==> src/rtl/oled_frame_sequencer.sv <==
// SSD1306 128x64 sequencer: panel reset, init command list, then per-frame address window
// and 1024 pixel bytes fetched from the image controller and handed to the SPI byte transmitter.
module oled_frame_sequencer #(
  parameter int RST_CYCLES   = 27000,
  parameter int FRAME_PERIOD = 900000,
  parameter int FRAME_BYTES  = 1024
) (
  input  logic       clk,
  input  logic       rst_n,
  output logic [9:0] byte_counter,
  input  logic [7:0] data_to_send,
  output logic [7:0] tx_data,
  output logic       tx_dc,
  output logic       tx_valid,
  input  logic       tx_ready,
  output logic       panel_rst_n,
  output logic       frame_done,
  output logic       busy
);

  localparam int RW = $clog2(RST_CYCLES + 1);
  localparam int TW = $clog2(FRAME_PERIOD + 1);

  typedef enum logic [2:0] {PANEL_LO, PANEL_HI, INIT, ADDR, FETCH, SEND, WAIT_FRAME} state_t;

  state_t        state, state_nx;
  logic [RW-1:0] rst_cnt;
  logic [4:0]    cmd_idx;
  logic [2:0]    addr_idx;
  logic [TW-1:0] frame_tmr;
  logic          pending;
  logic [7:0]    pix_q;

  logic xfer, rst_done, tmr_exp, last_cmd, last_addr, last_pix;
  assign xfer      = tx_valid & tx_ready;
  assign rst_done  = (rst_cnt == RW'(RST_CYCLES - 1));
  assign tmr_exp   = (frame_tmr == TW'(FRAME_PERIOD - 1));
  assign last_cmd  = (cmd_idx == 5'd24);
  assign last_addr = (addr_idx == 3'd5);
  assign last_pix  = (byte_counter == 10'(FRAME_BYTES - 1));

  function automatic logic [7:0] init_byte(input logic [4:0] i);
    case (i)
      5'd0:  return 8'hAE;  5'd1:  return 8'hD5;  5'd2:  return 8'h80;  5'd3:  return 8'hA8;
      5'd4:  return 8'h3F;  5'd5:  return 8'hD3;  5'd6:  return 8'h00;  5'd7:  return 8'h40;
      5'd8:  return 8'h8D;  5'd9:  return 8'h14;  5'd10: return 8'h20;  5'd11: return 8'h00;
      5'd12: return 8'hA1;  5'd13: return 8'hC8;  5'd14: return 8'hDA;  5'd15: return 8'h12;
      5'd16: return 8'h81;  5'd17: return 8'hCF;  5'd18: return 8'hD9;  5'd19: return 8'hF1;
      5'd20: return 8'hDB;  5'd21: return 8'h40;  5'd22: return 8'hA4;  5'd23: return 8'hA6;
      5'd24: return 8'hAF;
      default: return 8'h00;
    endcase
  endfunction

  // Column window 0..127, page window 0..7
  function automatic logic [7:0] addr_byte(input logic [2:0] i);
    case (i)
      3'd0: return 8'h21;  3'd1: return 8'h00;  3'd2: return 8'h7F;
      3'd3: return 8'h22;  3'd4: return 8'h00;  3'd5: return 8'h07;
      default: return 8'h00;
    endcase
  endfunction

  always_ff @(posedge clk) begin
    if (!rst_n) state <= PANEL_LO;
    else        state <= state_nx;
  end

  // tx_data/tx_dc derive from state and indices that only move on a transfer, so they hold while stalled
  always_comb begin
    state_nx    = state;
    tx_valid    = 1'b0;
    tx_data     = 8'h00;
    tx_dc       = 1'b0;
    panel_rst_n = 1'b1;
    busy        = 1'b1;
    unique case (state)
      PANEL_LO: begin
        panel_rst_n = 1'b0;
        if (rst_done) state_nx = PANEL_HI;
      end
      PANEL_HI: if (rst_done) state_nx = INIT;
      INIT: begin
        tx_valid = 1'b1;
        tx_data  = init_byte(cmd_idx);
        if (tx_ready && last_cmd) state_nx = ADDR;
      end
      ADDR: begin
        tx_valid = 1'b1;
        tx_data  = addr_byte(addr_idx);
        if (tx_ready && last_addr) state_nx = FETCH;
      end
      FETCH: state_nx = SEND;
      SEND: begin
        tx_valid = 1'b1;
        tx_data  = pix_q;
        tx_dc    = 1'b1;
        if (tx_ready) state_nx = last_pix ? WAIT_FRAME : FETCH;
      end
      WAIT_FRAME: begin
        busy = 1'b0;
        if (tmr_exp || pending) state_nx = ADDR;
      end
      default: state_nx = PANEL_LO;
    endcase
  end

  always_ff @(posedge clk) begin
    if (!rst_n) begin
      rst_cnt      <= '0;
      cmd_idx      <= '0;
      addr_idx     <= '0;
      byte_counter <= '0;
      pix_q        <= '0;
      frame_done   <= 1'b0;
      frame_tmr    <= '0;
      pending      <= 1'b0;
    end else begin
      frame_done <= 1'b0;
      frame_tmr  <= tmr_exp ? '0 : frame_tmr + 1'b1;
      // Only one frame is ever queued no matter how many expiries land outside WAIT_FRAME
      if (state == WAIT_FRAME && state_nx == ADDR) pending <= 1'b0;
      else if (tmr_exp)                            pending <= 1'b1;
      if (state == PANEL_LO || state == PANEL_HI)
        rst_cnt <= rst_done ? '0 : rst_cnt + 1'b1;
      case (state)
        INIT: if (xfer && !last_cmd) cmd_idx <= cmd_idx + 1'b1;
        ADDR: if (xfer) begin
          if (last_addr) begin
            addr_idx     <= '0;
            byte_counter <= '0;
          end else addr_idx <= addr_idx + 1'b1;
        end
        FETCH: pix_q <= data_to_send;
        SEND: if (xfer) begin
          if (last_pix) begin
            byte_counter <= '0;
            frame_done   <= 1'b1;
          end else byte_counter <= byte_counter + 1'b1;
        end
        default: ;
      endcase
    end
  end

endmodule
==> config.mk <==
export PLATFORM = sky130hd
export DESIGN_NAME = oled_frame_sequencer
export DESIGN_NICKNAME = d
export VERILOG_FILES = /design/src/rtl/oled_frame_sequencer.sv
export SDC_FILE = /design/constraint.sdc
export NUM_CORES = 1
export LEC_CHECK = 0
export ABC_CLOCK_PERIOD_IN_PS = 2360
export BUFFER_PORTS_ARGS = -buffer_cell sky130_fd_sc_hd__clkbuf_2
export CAP_MARGIN = 20
export CORE_MARGIN = 2
export CORE_UTILIZATION = 40
export DETAILED_ROUTE_END_ITERATION = 8
export PLACE_DENSITY = 0.7
export SETUP_SLACK_MARGIN = 0.5
export SYNTH_ARGS = -nofsm -noshare
export SYNTH_HDL_FRONTEND = slang
export SYNTH_SLANG_ARGS = --single-unit
==> constraint.sdc <==
create_clock -name clk -period 2.36 [get_ports clk]
set_input_delay 0.236 -clock clk [delete_from_list [all_inputs] [get_ports clk]]
set_output_delay 0.236 -clock clk [all_outputs]
set_load 0.05 [all_outputs]
==> results by group, run 1 <==
Worst hold path
  – WHS Path Cells: 3
  – Worst hold path type: input pin to register

Floorplan
  – Die ar.: 10500 sq um
  – Cell row count: 35
  – Core Region: 9280 sq um
  – DIE WIDTH: 102 microns
  – Overall die height: 102 microns
  – IO Count: 34
  – Effective utilization at floorplan: 0.416

Clock network
  – Clk sinks: 74
  – CTS tree: yes
  – CTS Root Cell: clkbuf_8
  – CTS Buffer Depth: 2
  – Post-CTS Hold Fix Bufs: 0
  – H-tree lvl count: 3
  – Clk_lat worst skew: 0.37 ns
  – Total CTS buffers: 9
  – Clock slew at reported path FFs: 0.08 ns

Placement
  – DP HPWL: 6.00 mm
  – IO Port Bufs: 33
  – RePlAce Congestion: 0.783

Timing
  – Final Skew: 0.0142 ns
  – Period utilization: 0.916
  – Tmin final: 2.16 ns
  – Slew Viols, Final: 0
  – Final setup vio count: 0
  – Max Freq: 463 MHz
  – Setup TNS: 0 ns
  – Worst rel slew slack: 0.599
  – Final Hold Fails: 0
  – RSZ-0062 raised after global routing: yes
  – Worst slew pin tran: 0.601 ns

Worst setup path
  – Arrival @ worst endpoint: 2.41 ns
  – CP delay by family, top: simple AND/OR/NAND/NOR gates
  – CP peak stage delay: 0.38 ns
  – CP bufs+invs: 1
  – R2R cell count: 9
  – R2R setup slack: 0.20 ns
  – Critical path class: register to register
  – CP Cell Sequence: inv_2, ha_2, and4b_1, or2_4, mux2_4, ha_2, nor2_1, a21oi_1, o31a_1
  – CP most frequent cell: ha_2
  – Worst Setup End Kind: register
  – Max Fanout on Critical Path: 7
  – Nature of the critical path startpoint: register
  – Crit path depth: 9
  – Worst path required time: 2.61 ns
  – Slowest-stage cell, CP: mux2_4

Global route
  – Initial antenna violation count: 0
  – First-pass GRT wire length: 15.1 mm
  – Largest net degree at the start of global routing: 27
  – Vias in the first global route: 3215
  – All-Layer GR Usage: 0.185
  – Congestion Overflow GR: 0

Synthesis
  – Post-synth design cell area: 3860 sq um
  – Sequential-to-total area share from yosys stat: 0.384
  – Main synth FF type: dfxtp_1
  – Post-synthesis register bit count: 74
  – Warnings from Yosys: 0
  – Mean Syn Cell Area: 8.51 sq um
  – Post-synthesis cell type count: 58
  – Synthesized Nets: 477
  – Post-synth EDFFs: 0
  – Synth Instances: 454
  – Post-synth ARST share: 0

Cells and area
  – Multi-input logic area: 2480 sq um
  – Antenna cells: 0
  – Nets: 543
  – Share of layout cells above drive strength 1: 0.323
  – Filler instances: 816
  – Final core utilization: 0.543
  – Synth-to-layout area growth: 30.5%
  – Seq. cell area: 1520 sq um

Route
  – Met2 wire len: 4.85 mm
  – DR top layer: met4
  – Initial DRC count: 243
  – Avg Vias per Cell: 5.27
  – Routed met1 length: 4.21 mm
  – Drt total wl: 9.62 mm
  – Initial DRT Pass Iterations: 4
  – Drt wl/cell: 14.8 microns
  – Drt drc: 0
  – Vias: 3437
  – Met3 routed wirelength: 330 microns
  – Detail Route Antenna Nets: 0

Outcome
  – Status: complete, no violations

Pwr
  – VDD IR max: 0.243 mV
  – Pwr per Cell Area: 502 nW/um^2
  – Pleak: 1.97 nW

Job
  – Max Cap Viol: 0
## per-layer routing
metal / vias to the layer above / track usage
li1: 1701 / -
met1: 1639 / 0.221
met2: 78 / 0.311
met3: 19 / 0.0520
met4: 0 / 0.0800
met5: - / 0
## cell families (layout without fill, tap and decap cells)
logic type,count (synthesis),count (layout),share of synthesized area
mux,17,17,0.0457
fa+ha+maj,13,13,0.0418
simple gates,215,215,0.289
compound gates,62,62,0.110
buf+inv,32,101,0.0373
xor+xnor,41,41,0.0930
flops,74,74,0.384
## path summary, 6_finish.rpt
check / from / end
worst max register to register: cmd_idx[1] / register
worst min register to register: frame_tmr[0] / frame_tmr[0]
worst min-delay path: data_to_send[2] / pix_q[2]
worst max-delay path: cmd_idx[1] / register
## worst reg2reg max path, stage by stage, from the launching register on
cell and delay [ns]:
dfxtp_2 0.34, inv_2 0.03, ha_2 0.15, and4b_1 0.19
or2_4 0.28, mux2_4 0.38, ha_2 0.23, nor2_1 0.15
a21oi_1 0.06, o31a_1 0.24
## placed cells by master, fill, tap and decap left out, types with 4 or more instances in the layout
master	n
dfxtp_4	4
nand4_1	14
buf_8	4
a21oi_1	14
inv_1	4
inv_2	5
o21ai_0	9
nand3_1	20
nor2_1	54
xor2_1	32
a22oi_2	4
o21ai_1	5
dfxtp_2	15
and3_1	9
mux2i_1	15
and2_1	6
nor2b_1	12
clkinvlp_4	5
nor3_1	4
clkbuf_8	11
buf_6	7
ha_2	4
nand2b_1	4
clkbuf_2	22
xnor2_1	8
nand2_1	50
ha_1	5
dfxtp_1	55
nand2_2	5
buf_4	34
## through the flow
step / hold WS (ns) / power, W / setup WS (ns) / cell area (sq um) / std cells
6_report: 0.135 / 0.00253 / 0.199 / 5040 / 652
5_1_grt: 0.142 / 0.00262 / 0.103 / 5040 / 652
4_1_cts: 0.124 / 0.00253 / 0.226 / 4880 / 646
3_5_place_dp: 0.455 / 0.00153 / 0.120 / 4240 / 605
3_3_place_gp: 0.445 / 0.00153 / 0.178 / 4240 / 605
2_1_floorplan: 0.405 / 0.00148 / 0.150 / 3940 / 454
## layout make-up
cell class	count	area share
multi-input cells	348	0.492
flip-flops and latches	74	0.301
repair buffers	75	0.128
well taps	129	0.0320
clock buffers	9	0.0246
clock inverters	5	0.0114
inverters	11	0.00993
repair inverters	1	0.00149
## synthesized netlist by cell type, drive strengths merged, types with 4 or more instances
library cell,count,area share
dfxtp,74,0.38
nand2,57,0.055
nor2,57,0.055
xor2,32,0.073
nand3,20,0.026
nor2b,16,0.026
a21oi,15,0.019
mux2i,15,0.039
o21ai,15,0.019
nand4,14,0.023
clkbuf,13,0.013
ha,12,0.039
and3,10,0.016
inv,10,0.0097
xnor2,9,0.020
and2,8,0.013
buf,8,0.013
nor3,5,0.0065
a22oi,4,0.0078
a31oi,4,0.010
nand2b,4,0.0065
nor4,4,0.0097
## timing repair
action / in CTS / in global routing
resized for setup: 64 / 37
endpoints found under the setup margin: 63 / 54
cloned: 1 / 0
pin swaps: 17 / 14
buffers inserted: 26 / 6
## power by group
group          leakage, nW  switching, W  internal (W)
clock network       0.0832      0.000492      0.000474
registers            0.608     0.0000207       0.00127
logic                 1.28      0.000149      0.000125
No activity file was read; power rests on OpenSTA's default activity.
==> inputs of run 2 (changes only) <==
--- a/config.mk
+++ b/config.mk
@@ -11,7 +11,7 @@
 export CORE_MARGIN = 2
 export CORE_UTILIZATION = 40
 export DETAILED_ROUTE_END_ITERATION = 8
-export PLACE_DENSITY = 0.7
+export PLACE_DENSITY = 0.6
 export SETUP_SLACK_MARGIN = 0.5
 export SYNTH_ARGS = -nofsm -noshare
 export SYNTH_HDL_FRONTEND = slang
==> run 2 against run 1 <==
Net effect:
- flip-flop and latch count unchanged
- cell count is 1.1% higher
- clock-buffer cell count is 2 higher
- die area stayed put
- via count is 2.7% lower
- routed wire length decreased by 5.4%
- sequential power is essentially flat
- power is 1.5% lower
- fmax increased by 0.91%
- critical path depth unchanged
- register-to-register slack gained 0.02 ns
==> results by group, run 2 (synthesized netlist as in run 1, its figures left out) <==
Route
  – Drt drc: 0
  – Vias: 3343
  – Avg Vias per Cell: 5.07
  – Initial DRC count: 107
  – Drt total wl: 9.10 mm
  – Initial DRT Pass Iterations: 7
  – Drt wl/cell: 13.8 microns
  – Detail Route Antenna Nets: 0

Worst setup path
  – Critical path class: register to register
  – CP bufs+invs: 1
  – FF-to-FF Start: cmd_idx[0]
  – Arrival @ worst endpoint: 2.46 ns
  – CP delay by family, top: simple AND/OR/NAND/NOR gates
  – Nature of the critical path startpoint: register
  – Worst Setup End Kind: register
  – Crit. Startpoint: cmd_idx[0]
  – CP Cell Sequence: inv_4, ha_4, and4b_1, or2_4, mux2_4, ha_4, mux2i_1, a211o_1, nand3_1
  – CP most frequent cell: ha_4
  – Slowest-stage cell, CP: mux2_4
  – Max Fanout on Critical Path: 6
  – CP peak stage delay: 0.38 ns
  – Crit path depth: 9
  – R2R cell count: 9
  – R2R setup slack: 0.22 ns
  – Worst path required time: 2.67 ns

Global route
  – GR peak layer: met2
  – M3 GR Usage: 0.0527
  – Vias in the first global route: 3167
  – All-Layer GR Usage: 0.183
  – Initial antenna violation count: 0
  – Met2 Use GR: 0.291
  – Congestion Overflow GR: 0
  – Met1 Usage GRT: 0.237
  – Largest net degree at the start of global routing: 27
  – First-pass GRT wire length: 15.1 mm

Cells and area
  – Most frequent cells in the layout: dfxtp_1 (54), nor2_1 (53), nand2_1 (49)
  – Synth-to-layout area growth: 32.1%
  – Nets: 548
  – Antenna cells: 0
  – Most common cell after layout, fill and taps aside: dfxtp_1
  – Final core utilization: 0.549
  – Share of layout cells above drive strength 1: 0.342

Clock network
  – Total CTS buffers: 9
  – H-tree lvl count: 3
  – CTS Root Cell: clkbuf_8
  – Clk sinks: 74
  – Clk_lat worst skew: 0.37 ns
  – Clock slew at reported path FFs: 0.08 ns
  – Post-CTS Hold Fix Bufs: 0
  – CTS Buffer Depth: 2
  – CTS tree: yes

Pwr
  – Pwr per Cell Area: 488 nW/um^2
  – Pleak: 2.02 nW
  – VDD IR max: 0.365 mV

Timing
  – Final setup vio count: 0
  – Max Freq: 467 MHz
  – Worst slew pin tran: 0.490 ns
  – Setup TNS: 0 ns
  – Final Skew: 0.00760 ns
  – Worst rel slew slack: 0.674
  – Tmin final: 2.14 ns
  – RSZ-0062 raised after global routing: yes
  – Slew Viols, Final: 0
  – Period utilization: 0.908
  – Final Hold Fails: 0

Placement
  – DP HPWL: 5.80 mm
  – RePlAce Congestion: 0.801
  – IO Port Bufs: 33

Floorplan
  – Overall die height: 102 microns
  – Effective utilization at floorplan: 0.416
  – IO Count: 34
  – Die ar.: 10500 sq um
  – Cell row count: 35
  – Core Region: 9280 sq um
  – DIE WIDTH: 102 microns

Outcome
  – Status: complete, no violations

Worst hold path
  – Worst hold path type: input pin to register

Job
  – Max Cap Viol: 0
==> run 2: stage by stage <==
stage	instances	setup slack [ns]	power, W	hold slack (ns)	cell area (sq um)
after floorplan	454	0.150	0.00148	0.405	3940
after global placement	607	0.138	0.00153	0.447	4260
after detailed placement	607	0.0632	0.00154	0.473	4260
after CTS	653	0.202	0.00250	0.104	4930
after global routing	659	0.148	0.00259	0.140	5100
final	659	0.218	0.00249	0.122	5100
==> run 2: metal layers <==
metal  vias up  part of all wire
met4         0             0.019
met1      1570              0.47
met5         -                 0
li1       1710                 -
met3        12             0.039
met2        51              0.47
==> run 2: timing repair <==
| item | CTS | global route |
|---|---|---|
| endpoints found under the setup margin | 52 | 42 |
| endpoints found under the hold margin | 0 | 0 |
| setup buffers | 30 | 6 |
| resized for setup | 67 | 45 |
| pin swaps | 28 | 15 |
==> run 2: worst min path at each step <==
stage	start	endpoint	slack [ns]	cells after the start
global placement	frame_tmr[0]	frame_tmr[0]	0.45	1
global route	data_to_send[3]	pix_q[3]	0.14	3
floorplan	data_to_send[0]	pix_q[0]	0.41	2
detailed placement	frame_tmr[0]	frame_tmr[0]	0.47	1
finish	data_to_send[0]	pix_q[0]	0.12	3
CTS	data_to_send[4]	pix_q[4]	0.10	3
==> run 2: cell type report <==
type	count	area (sq um)
Sequential cell	74	1520
Tap cell	129	161
Timing Repair Buffer	81	669
Clock inverter	5	38.8
Fill cell	857	4180
Clock buffer	11	141
Multi-Input combinational cell	348	2520
Inverter	11	52.6
==> run 2: report_power, final <==
group | internal (W) | total, W | switching (W)
clock | 0.000413 | 0.000914 | 0.000500
sequential | 0.00127 | 0.00129 | 0.0000232
combinational | 0.000134 | 0.000286 | 0.000152
==> run 2: worst reg2reg max path, delay by kind of cell (launching register included) <==
family	cells	cell delay [ns]
muxes	2	0.45
DFF	1	0.36
AOI/OAI and AO/OA	1	0.26
buffers and inverters	1	0.04
adders and majority gates	2	0.45
and+or+nand+nor	3	0.53
==> inputs of run 3 (changes only) <==
--- a/config.mk
+++ b/config.mk
@@ -5,6 +5,7 @@
 export SDC_FILE = /design/constraint.sdc
 export NUM_CORES = 1
 export LEC_CHECK = 0
+export ABC_AREA = 1
 export ABC_CLOCK_PERIOD_IN_PS = 2360
 export BUFFER_PORTS_ARGS = -buffer_cell sky130_fd_sc_hd__clkbuf_2
 export CAP_MARGIN = 20
==> run 3 against run 2 <==
Net effect:
- clock-buffer cell count fell by 1
- register-to-register slack improved by 0.21 ns
- utilization decreased by 1.5 points
- routed wire length grew 13%
- flip-flop and latch count unchanged
- synthesized cell count grew 32%
- global-route usage about the same
==> results by group, run 3 <==
Cells and area
  – Most frequent cells in the layout: nand2_1 (124), inv_1 (68), dfxtp_1 (67)
  – Antenna cells: 0
  – Final core utilization: 0.534
  – Share of layout cells above drive strength 1: 0.257
  – Filler instances: 980
  – Post-route cell area: 5250 sq um
  – Synth-to-layout area growth: 29.6%
  – Most common cell after layout, fill and taps aside: nand2_1
  – Nets: 698

Worst setup path
  – Slowest-stage cell, CP: dfxtp_4
  – R2R cell count: 16
  – Nature of the critical path startpoint: register
  – Max Fanout on Critical Path: 5
  – CP peak stage delay: 0.37 ns
  – Crit path depth: 16
  – Critical path class: register to register
  – CP bufs+invs: 5
  – CP most frequent cell: nand2_1
  – Worst path required time: 2.61 ns
  – CP Cell Sequence: inv_4, nand3_4, nor2_8, buf_6, nand3_4, nand2_4, nor2_4, buf_12, buf_8, ha_4, inv_4, nand2_4, nand3_1, nand2_1, nand2_1, nand2_1
  – CP delay by family, top: simple AND/OR/NAND/NOR gates
  – Arrival @ worst endpoint: 2.18 ns
  – Worst Setup End Kind: register

Pwr
  – Pwr per Cell Area: 443 nW/um^2
  – Pleak: 2.21 nW
  – VDD IR max: 0.216 mV

Floorplan
  – Effective utilization at floorplan: 0.412
  – IO Count: 34
  – Core Region: 9820 sq um
  – DIE WIDTH: 105 microns
  – Overall die height: 105 microns
  – Die ar.: 10900 sq um
  – Cell row count: 36

Clock network
  – Post-CTS Hold Fix Bufs: 0
  – CTS Root Cell: clkbuf_8
  – Clock slew at reported path FFs: 0.08 ns
  – CTS tree: yes
  – Total CTS buffers: 9
  – Clk_lat worst skew: 0.35 ns
  – H-tree lvl count: 3
  – CTS Buffer Depth: 2
  – Clk sinks: 74

Synthesis
  – Synthesized Nets: 621
  – Largest area contributor in the netlist: dfxtp_1
  – Yosys top cell area share: 0.366
  – Top-count cell post-synth: nand2_1
  – Post-synth ARST share: 0
  – Mean Syn Cell Area: 6.77 sq um
  – Post-synth EDFFs: 0
  – Post-synthesis cell type count: 38
  – Sequential-to-total area share from yosys stat: 0.366
  – Post-synthesis register bit count: 74
  – Post-synth design cell area: 4050 sq um
  – Top post-synthesis cells by count: nand2_1 (132), inv_1 (79), dfxtp_1 (74), nor2_1 (69), nand3_1 (58)
  – Top cells by area, synth: dfxtp_1 (37%), nand2_1 (12%), inv_1 (7.3%)
  – Synth Instances: 598
  – Main synth FF type: dfxtp_1
  – Warnings from Yosys: 0

Job
  – Max Cap Viol: 0

Timing
  – Final Skew: 0.00930 ns
  – RSZ-0062 raised after global routing: yes
  – Period utilization: 0.820
  – Worst slew pin tran: 0.442 ns
  – Slew Viols, Final: 0
  – Max Freq: 517 MHz
  – Hold_ws: 0.137 ns
  – Final setup vio count: 0
  – Setup TNS: 0 ns
  – Final Hold Fails: 0
  – Tmin final: 1.94 ns
  – Final worst setup slack: 0.425 ns
  – Worst rel slew slack: 0.705

Route
  – Initial DRT Pass Iterations: 4
  – Drt wl/cell: 12.7 microns
  – Initial DRC count: 195
  – Avg Vias per Cell: 4.92
  – Drt total wl: 10.3 mm
  – Vias: 4000
  – Detail Route Antenna Nets: 0
  – Drt drc: 0

Global route
  – GR peak layer: met2
  – Met2 Use GR: 0.304
  – Initial antenna violation count: 0
  – First-pass GRT wire length: 16.6 mm
  – Vias in the first global route: 3747
  – M3 GR Usage: 0.0418
  – Met1 Usage GRT: 0.230
  – Congestion Overflow GR: 0
  – Largest net degree at the start of global routing: 17
  – All-Layer GR Usage: 0.183

Outcome
  – Status: complete, no violations

Placement
  – RePlAce Congestion: 0.895
  – Pre-CTS WS: 0.240 ns
  – IO Port Bufs: 33
  – DP HPWL: 6.78 mm
  – Area of placed instances: 4400 sq um

Worst hold path
  – WHS Path Cells: 3
  – Worst hold path type: input pin to register
[run 3: cell count changes in the layout (fill, tap and decap cells not counted), moves of 14 or more]
cell	previous run	this run
nand2_1	49	124
xor2_1	32	6
a21oi_1	14	33
nor3_1	4	22
mux2i_1	14	0
inv_1	3	68
o21ai_0	5	24
nand3_1	19	47
[run 3: kinds of logic after synthesis]
family,after synthesis,share of synthesized area
flip-flops,74,0.366
AO/OA/AOI/OAI,68,0.0900
adder cells (fa/ha/maj),12,0.0371
buffers and inverters,99,0.0952
XOR/XNOR,10,0.0216
AND/OR/NAND/NOR,335,0.390
[run 3: final timing paths]
kind                                      start      endpoint  slack (ns)
worst min-delay path            data_to_send[6]      pix_q[6]        0.14
worst min register to register     frame_tmr[0]  frame_tmr[0]        0.46
worst max-delay path                   state[0]      register        0.42
worst max register to register         state[0]      register        0.42
[run 3: area by class of cell]
type                            count  area [sq um]  share of cell area
Inverter                           87           360              0.0687
Clock buffer                       10           128              0.0243
Timing Repair inverter              1          5.00            0.000954
Clock inverter                      6          66.3              0.0126
Tap cell                          133           166              0.0317
Timing Repair Buffer               76           574               0.109
Multi-Input combinational cell    426          2450               0.467
Sequential cell                    74          1500               0.285
[run 3: report_power, final]
| part | total (W) | internal (W) | switching, W |
|---|---|---|---|
| Sequential | 0.00126 | 0.00125 | 0.00000718 |
| Combinational | 0.0000687 | 0.0000245 | 0.0000443 |
| Clock | 0.000997 | 0.000491 | 0.000506 |
| Total | 0.00233 | 0.00177 | 0.000557 |
[run 3: stage by stage]
step                total power, W  std cells
floorplan                  0.00133        598
global route               0.00242        813
CTS                        0.00235        796
finish                     0.00233        813
detailed placement         0.00136        760
global placement           0.00136        760
[run 3: what timing repair did]
action                                  4_1_cts  5_1_grt
pin swaps                                    10       23
setup buffers                                19       16
gates cloned                                  1        1
gates resized for setup                      54       44
endpoints found under the setup margin       27       41
[run 3: worst reg2reg max path: stages, from the launching register on]
cell and delay (ns):
dfxtp_4 0.37, inv_4 0.06, nand3_4 0.11, nor2_8 0.14
buf_6 0.12, nand3_4 0.08, nand2_4 0.10, nor2_4 0.05
buf_12 0.13, buf_8 0.12, ha_4 0.16, inv_4 0.06
nand2_4 0.07, nand3_1 0.10, nand2_1 0.06, nand2_1 0.06
nand2_1 0.06
[run 3: metal layers]
layer / part of all wire / up-vias
li1: - / 2088
met5: 0 / -
met2: 0.50 / 74
met3: 0.033 / 18
met4: 0.020 / 0
met1: 0.45 / 1820
